==> config.mk <==
export PLATFORM = sky130hd
export DESIGN_NAME = button_debounce_edge
export DESIGN_NICKNAME = d
export VERILOG_FILES = /design/src/rtl/button_debounce_edge.sv
export SDC_FILE = /design/constraint.sdc
export NUM_CORES = 1
export LEC_CHECK = 0
export ABC_CLOCK_PERIOD_IN_PS = 1800
export CAP_MARGIN = 20
export CORE_AREA = 2 2 67 69
export CTS_CLUSTER_DIAMETER = 50
export DETAILED_ROUTE_END_ITERATION = 8
export DIE_AREA = 0 0 69 71
export GPL_TIMING_DRIVEN = 0
export PLACE_DENSITY = 0.74
export SLEW_MARGIN = 20
export SYNTH_ARGS = -nofsm -noshare
export SYNTH_HDL_FRONTEND = slang
export SYNTH_SLANG_ARGS = --single-unit
==> constraint.sdc <==
create_clock -name clk -period 1.8 [get_ports clk]
set_input_delay 0.18 -clock clk [delete_from_list [all_inputs] [get_ports clk]]
set_output_delay 0.18 -clock clk [all_outputs]
set_load 0.005 [all_outputs]
==> src/rtl/button_debounce_edge.sv <==
// rtl/button_debounce_edge.sv - button synchroniser, debouncer, edge pulses and press counter
module button_debounce_edge #(
    parameter int SYNC_STAGES     = 2,
    parameter int DEBOUNCE_CYCLES = 500000,
    parameter int CNT_W           = 20,
    parameter int ACTIVE_LOW      = 0
) (
    input  logic       clk,
    input  logic       rst,
    input  logic       btn_in,
    input  logic       cnt_clr,
    output logic       level,
    output logic       rise,
    output logic       fall,
    output logic [7:0] press_count
);

    typedef enum logic [1:0] {
        S_LOW,
        S_CHK_HIGH,
        S_HIGH,
        S_CHK_LOW
    } state_t;

    localparam logic             P_IDLE = (ACTIVE_LOW != 0);
    localparam logic [CNT_W-1:0] P_LAST = CNT_W'(DEBOUNCE_CYCLES - 1);
    localparam logic [CNT_W-1:0] P_ONE  = CNT_W'(1);

    logic [SYNC_STAGES-1:0] r_sync;
    state_t                 r_state;
    logic [CNT_W-1:0]       r_cnt;
    logic                   r_level;
    logic                   r_rise;
    logic                   r_fall;
    logic [7:0]             r_press_count;

    state_t                 w_next_state;
    logic [CNT_W-1:0]       w_next_cnt;
    logic                   w_next_level;
    logic                   w_rise;
    logic                   w_fall;
    logic                   w_s;

    // Synchroniser idles at the released level so reset never looks like a press.
    always_ff @(posedge clk or posedge rst) begin
        if (rst) begin
            r_sync <= {SYNC_STAGES{P_IDLE}};
        end else begin
            r_sync <= {r_sync[SYNC_STAGES-2:0], btn_in};
        end
    end

    assign w_s = r_sync[SYNC_STAGES-1] ^ P_IDLE;

    always_ff @(posedge clk or posedge rst) begin
        if (rst) begin
            r_state <= S_LOW;
            r_cnt   <= '0;
            r_level <= 1'b0;
            r_rise  <= 1'b0;
            r_fall  <= 1'b0;
        end else begin
            r_state <= w_next_state;
            r_cnt   <= w_next_cnt;
            r_level <= w_next_level;
            r_rise  <= w_rise;
            r_fall  <= w_fall;
        end
    end

    always_comb begin
        w_next_state = r_state;
        w_next_cnt   = '0;
        w_next_level = r_level;
        w_rise       = 1'b0;
        w_fall       = 1'b0;
        case (r_state)
            S_LOW: begin
                if (w_s) begin
                    w_next_state = S_CHK_HIGH;
                    w_next_cnt   = P_ONE;
                end
            end
            S_CHK_HIGH: begin
                if (!w_s) begin
                    w_next_state = S_LOW;
                end else if (r_cnt == P_LAST) begin
                    w_next_state = S_HIGH;
                    w_next_level = 1'b1;
                    w_rise       = 1'b1;
                end else begin
                    w_next_cnt = r_cnt + P_ONE;
                end
            end
            S_HIGH: begin
                if (!w_s) begin
                    w_next_state = S_CHK_LOW;
                    w_next_cnt   = P_ONE;
                end
            end
            S_CHK_LOW: begin
                if (w_s) begin
                    w_next_state = S_HIGH;
                end else if (r_cnt == P_LAST) begin
                    w_next_state = S_LOW;
                    w_next_level = 1'b0;
                    w_fall       = 1'b1;
                end else begin
                    w_next_cnt = r_cnt + P_ONE;
                end
            end
            default: begin
                w_next_state = S_LOW;
                w_next_level = 1'b0;
            end
        endcase
    end

    // Clear has priority over a press accepted on the same edge.
    always_ff @(posedge clk or posedge rst) begin
        if (rst) begin
            r_press_count <= 8'd0;
        end else if (cnt_clr) begin
            r_press_count <= 8'd0;
        end else if (w_rise) begin
            r_press_count <= r_press_count + 8'd1;
        end
    end

    assign level       = r_level;
    assign rise        = r_rise;
    assign fall        = r_fall;
    assign press_count = r_press_count;

endmodule

==> results of run 1 <==
[power by group through the flow]
stage | Sequential [W] | Clock (W) | Combinational (W)
4_1_cts | 0.000799 | 0.000763 | 0.0000575
3_5_place_dp | 0.000814 | 0 | 0.0000493
2_1_floorplan | 0.000812 | 0 | 0.0000337
6_report | 0.000800 | 0.000744 | 0.0000623
5_1_grt | 0.000801 | 0.000797 | 0.0000697
3_3_place_gp | 0.000814 | 0 | 0.0000477
[flip-flops by register name, indices dropped and copies added (netlist names), named ones only]
signal,flops
r_cnt,20
r_state,1
r_sync,2
press_count,8
rise,1
fall,1
level,1
[repair_timing]
item | in CTS | in global routing
endpoints found under the setup margin | 28 | 28
hold endpoints to repair | 0 | 0
resized for setup | 19 | 17
cloned | 0 | 2
pin swaps | 6 | 6
setup buffers | 10 | 9
[worst register-to-register path, delay by kind of cell, from the launching register on]
| kind | cells | cell delay [ps] |
|---|---|---|
| DFF | 1 | 440 |
| muxes | 1 | 300 |
| buffers and inverters | 1 | 190 |
| and+or+nand+nor | 3 | 790 |
[stage by stage]
step,util [%],instance area [um2],setup WS (ps)
finish,57.11,2401,-29.22
CTS,53.90,2266,-44.02
global placement,47.77,2008,-264.1
floorplan,-,1813,3.576
detailed placement,47.77,2008,-375.7
global route,57.11,2401,-95.51
[path summary, 6_finish.rpt]
| check | endpoint | slack, ps | startpoint |
|---|---|---|---|
| hold reg to reg | r_sync[1] | 370 | r_sync[0] |
| hold / removal | press_count[7] | 310 | cnt_clr |
| min in group asynchronous | level | 320 | rst |
| setup reg to reg | flop | -30 | r_cnt[12] |
| setup / recovery | flop | -30 | r_cnt[12] |
| max in group asynchronous | r_cnt[6] | 960 | rst |
[layout by cell type, fill, tap and decap left out, types with 2 or more instances in the layout]
master            n
nand4_1           9
nand3_1           8
buf_4            17
nand2_2           2
nor4_1            4
inv_1             4
buf_6             6
xnor2_1           8
clkdlybuf4s50_1  13
or3_4             2
o21ai_0           4
dfrtp_1          27
and3_1            3
a21oi_2           2
nor2_1           19
clkbuf_8          6
or4_1             7
or3_1             4
dfrtp_2           8
xor2_1            5
nor4_4            2
mux2_2            2
o31ai_1           8
nand4_4           2
nand2_1          10
nor2b_1           2
a21oi_1          12
[area by class of cell]
class                   instances  area, um2  share of cell area, %
multi-input cells             134      974.7                  40.59
flip-flops and latches         35      885.9                  36.89
repair buffers                 34      290.3                  12.09
clock buffers                   6      82.58                  3.439
well taps                      52      65.06                  2.710
plain buffers                   5      48.80                  2.032
clock inverters                 2      35.03                  1.459
inverters                       5      18.77                 0.7817
[cell families after synthesis]
group | count (synthesis) | share of synthesized area (%)
AO/OA/AOI/OAI | 31 | 10.62
multiplexers | 3 | 1.887
buffers and inverters | 13 | 3.075
flip-flops | 35 | 48.92
adder cells (fa/ha/maj) | 2 | 1.397
XOR/XNOR | 13 | 6.359
AND/OR/NAND/NOR | 85 | 27.74
[layer usage]
layer	vias up	track usage, %
met5	-	0
met1	745	19.67
met3	6	5.271
met2	38	29.91
met4	0	8.497
li1	745	-
==> results.tsv, run 1 <==
metric	value	unit
run_status	complete, but fails checks	
violations	setup timing	
synth_fp_nets	188	
critical_path_cell_count	5	
drcViolationCount	0	
via_count	1534	
hold_path_depth	2	
rsz0062_at_grt	yes	
wl_met2	2237	um
wl	4229	um
clk-insertion-delay-late	300	ps
synthArstFlopShare	100.0	%
leakagePower	0.9346	nW
core.rowCount	24	
hold_viol_final	0	
cts_tree	done	
p_int	0.001263	W
synth_top_area_cell	dfrtp_1	
layout.nets	226	
highest_layer	met4	
reg2regPathDepth	5	
grt.total_usage	17.36	%
dp_cells	247	
fin_crit_sh	101.6	%
die_x	69	um
critical_path_class	flop to flop	
min_path_type	input port to flop	
crit_slowest_cell	dfrtp_2	
cts_made_buffers	5	
final_cells	273	
finalSetupViolations	1	
diodes	0	
tns	-29.22	ps
synth_edf_count	0	
maxCapViolCount	0	
slew_headroom	51.31	%
via_per_inst	5.619	
die_area	4899	um2
grt_pass1_wl	6679	um
fin_crit	1829	ps
peakVddDrop	0.4096	mV
synth_flop_cell	dfrtp_1	
core	4204	um2
cp.arrival	2020	ps
avgRoutedWirePerCell	15.49	um
met3_length	172	um
antenna_found_initial	0	
p_clk_share	46.3	%
avgSynthCellArea	9.838	um2
met1_length	1750	um
synth_cells	182	
fin_ws	-29.22	ps
gp_congestion	0.7395	
cts.path.max_buffers	2	
gr-total-overflow	0	
dr.pass1.iters	4	
cts.sinks	35	
pwr_density_cell	669.3	nW/um2
drive_above_1_share	28.51	%
fin_skew	7.665	ps
grt_max_degree	36	
total_power	0.001607	W
dpl.hpwl	2500	um
p_comb_share	3.9	%
synth_most_common_cell	dfrtp_1	
ant_nets	0	
path_cells	nor4_4 > buf_4 > nand4_4 > or3_4 > mux2_4	
seqPwrFrac	49.8	%
setup.worst_path.end_class	flop	
tightest_slew	729.2	ps
nFillCells	363	
switchingPower	0.0003445	W
slew_violations	0	
synth.area.top_cells	dfrtp_1, nor2_1, a21oi_1, xnor2_1, o31ai_1	
first_iter_violations	73	
start_util	42.59	%
h-tree-depth	2	
root_buffer	clkbuf_8	
cpPeakStageDelay	440	ps
start_kind	flop	
clk_pin_slew	80	ps
pin_count	15	
ys_seq_area_share	48.92	%
fmax	546.7	MHz
holdWs	309.7	ps
worst-path-buf-inv	1	
crit_path_max_fanout	6	
die_y	71	um
cpLargestDelayFamily	simple AND/OR/NAND/NOR gates	
cp_data_required_time	1990	ps
synth_top_area_share	48.92	%
netlist_area	1790	um2
io_buffers	13	
ctsHoldBuffers	0	
syn_to_final_growth	34.10	%
synthDistinctLibCells	35	
swShare	21.44	%
synth_commonest_cells	dfrtp_1, nor2_1, a21oi_1, nand2_1	
first_global_vias	1439	
ys_ff_latch	35	
yosysWarningCount	0	
Note: power is estimated with default switching activity, not from simulation.
==> run 2: changes to the inputs <==
ABC_CLOCK_PERIOD_IN_PS = default   (was 1800)
==> results of run 2 <==
The final DEF is identical to that of run 1; final timing and power are the same.
